[config.mk]
export PLATFORM = sky130hd
export DESIGN_NAME = float8_accum
export DESIGN_NICKNAME = d
export VERILOG_FILES = /design/src/rtl/float8_pkg.sv /design/src/rtl/float8_normalize.sv /design/src/rtl/float8_accum.sv
export SDC_FILE = /design/constraint.sdc
export NUM_CORES = 1
export LEC_CHECK = 0
export ABC_AREA = 0
export ABC_CLOCK_PERIOD_IN_PS = 3650
export BUFFER_PORTS_ARGS = -buffer_cell sky130_fd_sc_hd__buf_2
export CAP_MARGIN = 30
export CORE_UTILIZATION = 64
export CTS_BUF_LIST = sky130_fd_sc_hd__clkbuf_4 sky130_fd_sc_hd__clkbuf_8
export CTS_CLUSTER_DIAMETER = 80
export DETAILED_ROUTE_END_ITERATION = 12
export PLACE_DENSITY_LB_ADDON = 0.3
export SLEW_MARGIN = 15
export SYNTH_ARGS = -nofsm -noshare
export SYNTH_HDL_FRONTEND = slang
export SYNTH_SLANG_ARGS = --single-unit
[constraint.sdc]
create_clock -name clk -period 3.65 [get_ports clk]
set_clock_uncertainty 0.15 [all_clocks]
set_input_delay 1.095 -clock clk [delete_from_list [all_inputs] [get_ports clk]]
set_output_delay 1.095 -clock clk [all_outputs]
set_load 0.02 [all_outputs]
[src/rtl/float8_pkg.sv]
// Shared definitions for the 8-bit float accumulator datapath:
// format widths, special encodings, FSM states and field unpacking.
package float8_pkg;

   localparam int EXP_W = 4;
   localparam int MAN_W = 3;
   localparam int BIAS  = 7;

   localparam logic [7:0] FLOAT_ZERO = 8'h00;
   localparam logic [6:0] SAT_MAG    = 7'h7F;

   typedef enum logic [1:0] {
      IDLE,
      ALIGN,
      ADD,
      NORM
   } accState_t;

   typedef struct packed {
      logic             sign;
      logic [EXP_W-1:0] exp;
      logic [MAN_W-1:0] mant;
   } float8_t;

   // Split a raw 8-bit float into its sign, exponent and mantissa fields.
   function automatic float8_t unpackFloat8(input logic [7:0] value);
      float8_t fields;
      fields.sign = value[7];
      fields.exp  = value[6:3];
      fields.mant = value[2:0];
      return fields;
   endfunction

endpackage

[src/rtl/float8_normalize.sv]
// Combinational normalizer: takes a raw magnitude sum (with carry bit) and
// its working exponent, locates the leading one, rebuilds the 8-bit float
// with a truncated mantissa, and saturates or flushes out-of-range exponents.
module float8_normalize
   import float8_pkg::*;
#(
   parameter int GUARD_BITS = 3
) (
   input  logic                      i_sign,
   input  logic signed [5:0]         i_exp,
   input  logic [MAN_W+GUARD_BITS+1:0] i_sum,
   output logic [7:0]                o_result
);

   localparam int SIG_W = 1 + MAN_W + GUARD_BITS;
   localparam int SUM_W = SIG_W + 1;
   localparam int IDX_W = $clog2(SUM_W);

   logic [IDX_W-1:0]  w_msbPos;
   logic [MAN_W-1:0]  w_mant;
   logic signed [5:0] w_exp;

   // Find the leading one, pick the mantissa bits below it and derive the
   // exponent from how far that leading one sits from the normal position.
   always_comb begin
      w_msbPos = '0;
      w_mant   = '0;
      for (int i = 0; i < SUM_W; i++) begin
         if (i_sum[i]) begin
            w_msbPos = IDX_W'(i);
         end
      end
      for (int j = 0; j < MAN_W; j++) begin
         if (int'(w_msbPos) >= (MAN_W - j)) begin
            w_mant[j] = i_sum[w_msbPos - IDX_W'(MAN_W - j)];
         end
      end
      w_exp = i_exp + $signed(6'(w_msbPos)) - 6'(SIG_W - 1);

      if (i_sum == '0) begin
         o_result = FLOAT_ZERO;
      end else if (w_exp > 6'sd15) begin
         o_result = {i_sign, SAT_MAG};
      end else if (w_exp < 6'sd1) begin
         o_result = FLOAT_ZERO;
      end else begin
         o_result = {i_sign, w_exp[3:0], w_mant};
      end
   end

endmodule

[src/rtl/float8_accum.sv]
// Running accumulator for 8-bit floats. Each accepted operand walks through
// ALIGN, ADD and NORM before the registered accumulator is rewritten.
module float8_accum
   import float8_pkg::*;
#(
   parameter int GUARD_BITS = 3
) (
   input  logic       clk,
   input  logic       rst_n,
   input  logic       in_valid,
   output logic       in_ready,
   input  logic [7:0] in_data,
   input  logic       in_last,
   input  logic       clear,
   output logic [7:0] acc_out,
   output logic       out_valid,
   output logic       busy
);

   localparam int SIG_W = 1 + MAN_W + GUARD_BITS;
   localparam int SUM_W = SIG_W + 1;

   accState_t        r_state;
   logic [7:0]       r_opnd;
   logic             r_last;
   logic [7:0]       r_acc;
   logic             r_outValid;
   logic [SIG_W-1:0] r_sigAcc;
   logic [SIG_W-1:0] r_sigOpnd;
   logic             r_signAcc;
   logic             r_signOpnd;
   logic [EXP_W-1:0] r_exp;
   logic [SUM_W-1:0] r_sum;
   logic             r_sumSign;

   float8_t          w_accF;
   float8_t          w_opF;
   logic [SIG_W-1:0] w_accSig;
   logic [SIG_W-1:0] w_opSig;
   logic [SIG_W-1:0] w_accAligned;
   logic [SIG_W-1:0] w_opAligned;
   logic             w_accSign;
   logic             w_opSign;
   logic [EXP_W-1:0] w_workExp;
   logic [SUM_W-1:0] w_sum;
   logic             w_sumSign;
   logic [7:0]       w_normResult;
   logic             w_handshake;

   assign in_ready    = (r_state == IDLE) & ~clear;
   assign w_handshake = in_valid & in_ready;
   assign busy        = (r_state != IDLE);
   assign acc_out     = r_acc;
   assign out_valid   = r_outValid;

   // Expand both operands to significands and shift the smaller one right;
   // a zero operand contributes nothing and is always treated as positive.
   always_comb begin
      w_accF    = unpackFloat8(r_acc);
      w_opF     = unpackFloat8(r_opnd);
      w_accSig  = (w_accF.exp == '0) ? '0 : {1'b1, w_accF.mant, {GUARD_BITS{1'b0}}};
      w_opSig   = (w_opF.exp == '0) ? '0 : {1'b1, w_opF.mant, {GUARD_BITS{1'b0}}};
      w_accSign = w_accF.sign & (w_accF.exp != '0);
      w_opSign  = w_opF.sign & (w_opF.exp != '0);
      if (w_accF.exp >= w_opF.exp) begin
         w_workExp    = w_accF.exp;
         w_accAligned = w_accSig;
         w_opAligned  = w_opSig >> (w_accF.exp - w_opF.exp);
      end else begin
         w_workExp    = w_opF.exp;
         w_accAligned = w_accSig >> (w_opF.exp - w_accF.exp);
         w_opAligned  = w_opSig;
      end
   end

   // Signed-magnitude add: same signs add, otherwise the smaller magnitude
   // is subtracted from the larger and the larger one's sign is kept.
   always_comb begin
      if (r_signAcc == r_signOpnd) begin
         w_sum     = SUM_W'(r_sigAcc) + SUM_W'(r_sigOpnd);
         w_sumSign = r_signAcc;
      end else if (r_sigAcc >= r_sigOpnd) begin
         w_sum     = SUM_W'(r_sigAcc - r_sigOpnd);
         w_sumSign = r_signAcc;
      end else begin
         w_sum     = SUM_W'(r_sigOpnd - r_sigAcc);
         w_sumSign = r_signOpnd;
      end
   end

   float8_normalize #(
      .GUARD_BITS (GUARD_BITS)
   ) u_normalize (
      .i_sign   (r_sumSign),
      .i_exp    ($signed({2'b00, r_exp})),
      .i_sum    (r_sum),
      .o_result (w_normResult)
   );

   // Operand FSM with its pipeline registers; clear aborts any operation.
   always_ff @(posedge clk or negedge rst_n) begin
      if (!rst_n) begin
         r_state    <= IDLE;
         r_opnd     <= FLOAT_ZERO;
         r_last     <= 1'b0;
         r_acc      <= FLOAT_ZERO;
         r_outValid <= 1'b0;
         r_sigAcc   <= '0;
         r_sigOpnd  <= '0;
         r_signAcc  <= 1'b0;
         r_signOpnd <= 1'b0;
         r_exp      <= '0;
         r_sum      <= '0;
         r_sumSign  <= 1'b0;
      end else begin
         r_outValid <= 1'b0;
         if (clear) begin
            r_state <= IDLE;
            r_acc   <= FLOAT_ZERO;
         end else begin
            case (r_state)
               IDLE: begin
                  if (w_handshake) begin
                     r_opnd  <= in_data;
                     r_last  <= in_last;
                     r_state <= ALIGN;
                  end
               end
               ALIGN: begin
                  r_sigAcc   <= w_accAligned;
                  r_sigOpnd  <= w_opAligned;
                  r_signAcc  <= w_accSign;
                  r_signOpnd <= w_opSign;
                  r_exp      <= w_workExp;
                  r_state    <= ADD;
               end
               ADD: begin
                  r_sum     <= w_sum;
                  r_sumSign <= w_sumSign;
                  r_state   <= NORM;
               end
               NORM: begin
                  r_acc      <= w_normResult;
                  r_outValid <= r_last;
                  r_state    <= IDLE;
               end
               default: r_state <= IDLE;
            endcase
         end
      end
   end

endmodule

* Word level (Yosys, flattened, before mapping)
Cells that the tools add are included.
Storage, ports and cells: register bits 49, logic and storage cells 90, input bits 13, output and inout bits 11
Cells by class: add/subtract/negate cells 10, order comparisons 10, bitwise logic cells 5, multiplexer cells 35, equal/unequal tests 5, reductions and logical operators 11, shift-type cells 2
Operator list (count):
- 2-to-1 mux 8 bit | 7
- 2-to-1 mux 7 bit | 4
- subtractor 7 x 7 -> 8 bit | 2
- >> shifter 7 x 4 -> 7 bit | 2
- less-than comparator 3 x 4 -> 1 bit (second input constant) | 3
- 2-to-1 mux 3 bit | 4
- 2-to-1 mux 1 bit | 11
- binary-select mux 1 bit (select 3 bit) | 3
- adder 7 x 7 -> 8 bit | 1
- logical NOT 4 bit | 2
- logical NOT 8 bit | 1
- 2-to-1 mux 2 bit | 4
- one-hot mux 2 bit (4 select lines) | 1
- nonzero test 4 bit | 2
- subtractor 4 bit | 2
- greater-or-equal comparator 7 bit | 1
- greater-or-equal comparator 3 x 2 -> 1 bit (second input constant) | 2
- > comparator 6 x 5 -> 1 bit (second input constant) | 1
- less-than comparator 6 x 2 -> 1 bit (second input constant) | 1
- subtractor 3 x 2 -> 3 bit (second input constant) | 2
- subtractor 6 x 4 -> 6 bit (second input constant) | 1
- adder 4 x 3 -> 5 bit | 1
- bitwise AND 1 bit | 4
- == test 2 bit (second input constant) | 2
- other kinds (12) | 14

* Longest topological paths before layout
depth after elaboration 16, mapped depth 12, mapped depth without buffers 12

* Hierarchy
A second synthesis with hierarchy kept.
Unflattened totals: cell total of the unflattened synthesis 498, area, all modules 4205.3 um2
By module, submodules not included:
- float8_accum | area each 3499.6 um2, cells each 394, sequential area each 1226.2 um2, instances 1
- float8_normalize | area each 705.7 um2, cells each 104, sequential area each 0.0 um2, instances 1

* Worst setup path after synthesis
OpenSTA, ideal clock, no wires.
path kind flip-flop to flip-flop, from reg r_sum[1], to reg r_acc[2] (netlist: acc_out[2]), required time 3.417 ns, path slack 0.796 ns, library setup time 0.083 ns, path buffers 0, stages on the path, launching flop included 13, period minus slack after synthesis 2.854 ns, arrival time 2.621 ns, cell sequence dfrtp_1 -> nor2b_1 -> o21bai_1 -> a21oi_1 -> or2_1 -> ha_1 -> fa_1 -> xor2_1 -> nand3_1 -> a21boi_0 -> and2_1 -> a21oi_1 -> o21ai_0
Between the ends: longest elaborated chain between the ends 16, elaborated cells on any way between the ends 22, classes of those cells 3 x add/sub; 3 x order compare; 15 x mux; 1 x reduce/logical
RTL lines:
- from (decl) | line float8_accum.sv:33 | logic [SUM_W-1:0] r_sum;
- from (signal assigned) | line float8_accum.sv:138 | r_sum <= w_sum;
- branches (longest 13 deep; another with subtractor 6 x 4 -> 6 bit)
- 2-to-1 mux 8 bit (*) | line float8_normalize.sv:40 | if (i_sum == '0) begin
- 2-to-1 mux 8 bit (*) | line float8_accum.sv:121 | case (r_state)
- 2-to-1 mux 8 bit (*) | line float8_accum.sv:117 | if (clear) begin
- to (signal assigned) | line float8_accum.sv:143 | r_acc <= w_normResult;
- to (decl) | line float8_accum.sv:26 | logic [7:0] r_acc;
Mark *: on every way between the ends. The select of a mux whose other input is x is not followed. A chain may end at the register's enable or synchronous reset.

* Final worst setup path
from reg r_sum[1], to reg r_acc[0] (netlist: acc_out[0])
Between the ends: longest elaborated chain between the ends 16, elaborated cells on any way between the ends 22, classes of those cells 3 x add/sub; 3 x order compare; 15 x mux; 1 x reduce/logical
RTL lines (line):
- branches (longest 13 deep; another with subtractor 6 x 4 -> 6 bit)
- 2-to-1 mux 8 bit (*) | float8_normalize.sv:40
- 2-to-1 mux 8 bit (*) | float8_accum.sv:121
- 2-to-1 mux 8 bit (*) | float8_accum.sv:117
Marks and branches as above.

==> summary.md <==
| Metric | Value |
|---|---|
| Post-synth ARST share | 100% |
| Die X | 82.7 um |
| Sw frac | 51.7% |
| Pint | roughly 2.1 mW |
| TritonCTS Buffers | 5 |
| Vias in the first global route | 3440 |
| Count of non-filler cells in the finished layout | approximately 580 |
| CP startpoint kind | register |
| Vias per cell | about 6.3 |
| Nets | 560 |
| Post-synth top area cell | dfrtp_1 |
| Final Core Density | 70.0% |
| Routed wire per std cell | 17.1 um |
| CP bufs+invs | 0 |
| Logic pwr share | just under 70% |
| Worst path cell trace | nor2b_1, o21bai_1, a21oi_1, or2_1, ha_1, fa_1, xor2_1, nand3_1, a21boi_0, and2_1, a21oi_1, o21ai_1 |
| Post-synth top cells | nand2_1, dfrtp_1, ha_1, o21ai_0, inv_1 |
| Clk pin slew, worst setup/hold paths | 90 ps |
| TNS Setup | 0 ps |
| Seq pwr share | 23.3% |
| Starting DRT DRC Count | 218 |
| Synth Instances | 486 |
| Critical path's top delay family | compound AO/OA/AOI/OAI gates |
| Core area | 6310 sq um |
| VDD IR-drop max | 656 uV |
| Clk sinks | 49 |
| Initial antenna violation count | 0 |
| Worst-Skew Late Latency | approximately 300 ps |
| Final worst path period need | 3310 ps |
| Max Root-Sink Buffers | 2 |
| Pwr Density | 981 nW/um^2 |
| Synth warn | 0 |
| P_sw | 2.24 mW |
| Top achievable clock speed | ~0.30 GHz |
| HP Class | register to register |
| Cell with the most instances after synthesis | nand2_1 |
| # setup viols final | 0 |
| # H-tree levels | 2 |
| Clk root buf | clkbuf_8 |
| Post-CTS Repair Setup Buffers | 0 |
| DR pass1 iterations | 5 |
| Largest net degree at the start of global routing | 31 |
| Slowest-stage cell, CP | a21boi_0 |
| CP most frequent cell | a21oi_1 |
| Tightest Pin Transition | ~750 ps |
| Post-synth top flop | dfrtp_1 |
| Synth top area cells | dfrtp_1, ha_1, o21ai_0 |
| Status | finished, final reports clean |
| Clock power frac | 9.3% |
| # DRC | 0 |
| Post-DP HPWL | between 7000 and 8000 um |
| Count of different cell masters after synthesis | 67 |
| Crit path capture type | register |
| Leakage | 2.03 nW |
| CP Max Fanout | 6 |
| Endpoints failing hold | 0 |
| RSZ-0062 raised after global routing | no |
| Grt ovf | 0 |
| Max Cap Viol | 0 |
| Port bufs | 23 |
| WP data required | between 3000 and 4000 ps |
| Die span in y | around 83 um |
| Via count | 3664 |
| Cell Area, Synth | 4170 sq um |
| Post-CTS sizing | 0 |
| Ant diodes | 0 |
| Placed insts | 570 |
| First-pass GRT wire length | 16200 um |
| TritonCTS clock tree | yes |
| Crit Path Class | register to register |
| Crit share post-route | 90.7% |
| Max Slew Vio Count | 0 |
| FP Rows | 29 |
| Initial Util | 66.0% |
| Hold Buf Count CTS | 0 |
| Synthesized Nets | approximately 550 |
| CP max stage delay | approximately 470 ps |
| Final RePlAce weighted congestion | 0.927 |
| Slew headroom | between 40% and 50% |
| Top cell type's share of synthesized area | 29.4% |
| Critical Path AT | between 3000 and 4000 ps |
| Die Area | 6840 sq um |
| Post-route ant nets | 0 |
| Area Growth Syn to Fin | 6.10% |
| Mean Syn Cell Area | 8.57 sq um |
| Sequential area share after synthesis | between 20% and 30% |
| IO Pins | 24 |
| Total Wirelength | 9910 um |
| GRT Total Usage | 31.5% |
| Share of cells above drive strength 1 | 12.6% |
| Post-synth EDFFs | 0 |
| Yosys reg bits | 49 |
-- stage by stage --
stage          power [mW]  setup WS [ps]  instance area, sq um  hold WS, ps
3_5_place_dp         3.85            372                  4300          333
4_1_cts              4.27            349                  4420          357
3_3_place_gp         3.74            538                  4300          328
5_1_grt              4.68            108                  4420          368
2_1_floorplan        3.27            796                  4170          301
6_report             4.34            338                  4420          351
-- power by group through the flow --
stage / registers [mW] / logic [mW] / clock network, mW
after floorplan: 0.913 / 2.36 / 0
after global placement: 0.993 / 2.75 / 0
after detailed placement: 1.01 / 2.84 / 0
after CTS: 1.00 / 2.86 / 0.407
after global routing: 1.04 / 3.22 / 0.429
final: 1.01 / 2.92 / 0.403
-- cells in the final DEF, fill, tap and decap left out, types with 9 or more instances in the layout --
cell      synthesis  routed
a31oi_1           9       9
nor2_1           36      36
o21ai_0          41      41
nor2b_1          12      12
mux2_2           14      14
buf_2             5      23
a21oi_1          30      30
ha_1             41      41
nand3_1          12      12
dfrtp_1          49      49
nand2b_1          9       9
nand2_1          51      51
inv_1            40      40
-- registers in the layout, summed over array words and instances (netlist names) --
signal      flops
r_exp           4
out_valid       1
r_last          1
r_signAcc       1
r_state         2
r_sigOpnd       7
r_sum           8
r_sumSign       1
r_signOpnd      1
r_sigAcc        7
acc_out         8
r_opnd          8
-- logic make-up (layout without fill, tap and decap cells) --
| family | count (synthesis) | after routing | synth area share [%] |
|---|---|---|---|
| buffers and inverters | 63 | 78 | 6.55 |
| muxes | 18 | 18 | 4.87 |
| and+or+nand+nor | 152 | 152 | 17.9 |
| adders and majority gates | 47 | 47 | 15.2 |
| AOI/OAI and AO/OA | 147 | 147 | 23.8 |
| xor gates and xnor gates | 10 | 10 | 2.28 |
| DFF | 49 | 49 | 29.4 |
-- layer usage --
layer	up-vias	track usage [%]	wire, um
met3	26	3.96	491
met4	0	11.2	285
met2	146	55.0	4850
li1	1747	-	-
met5	-	0	0
met1	1745	39.8	4280
-- path summary, 6_finish.rpt --
kind / start / end / depth (start not counted) / slack [ps]
max in group asynchronous: rst_n / r_signOpnd / 2 / 2010
min in group asynchronous: rst_n / acc_out[0] / 1 / 590
worst min-delay path: r_exp[2] / r_exp[2] / 2 / 350
worst max-delay path: r_sum[1] / acc_out[0] / 12 / 340
worst max register to register: r_sum[1] / acc_out[0] / 12 / 340
worst min register to register: r_exp[2] / r_exp[2] / 2 / 350
-- cell type report --
type	count	area, sq um
Fill cell	497	1890
Timing Repair Buffer	28	153
Sequential cell	49	1230
Tap cell	77	96.3
Multi-Input combinational cell	374	2670
Inverter	42	158
Clock inverter	2	37.5
Clock buffer	6	82.6
-- worst min-delay path, stage by stage (launching register included) --
cell and delay, ps:
dfrtp_1 360, nand2_1 50, o21ai_0 60
Note: power is estimated with default switching activity, not from simulation.
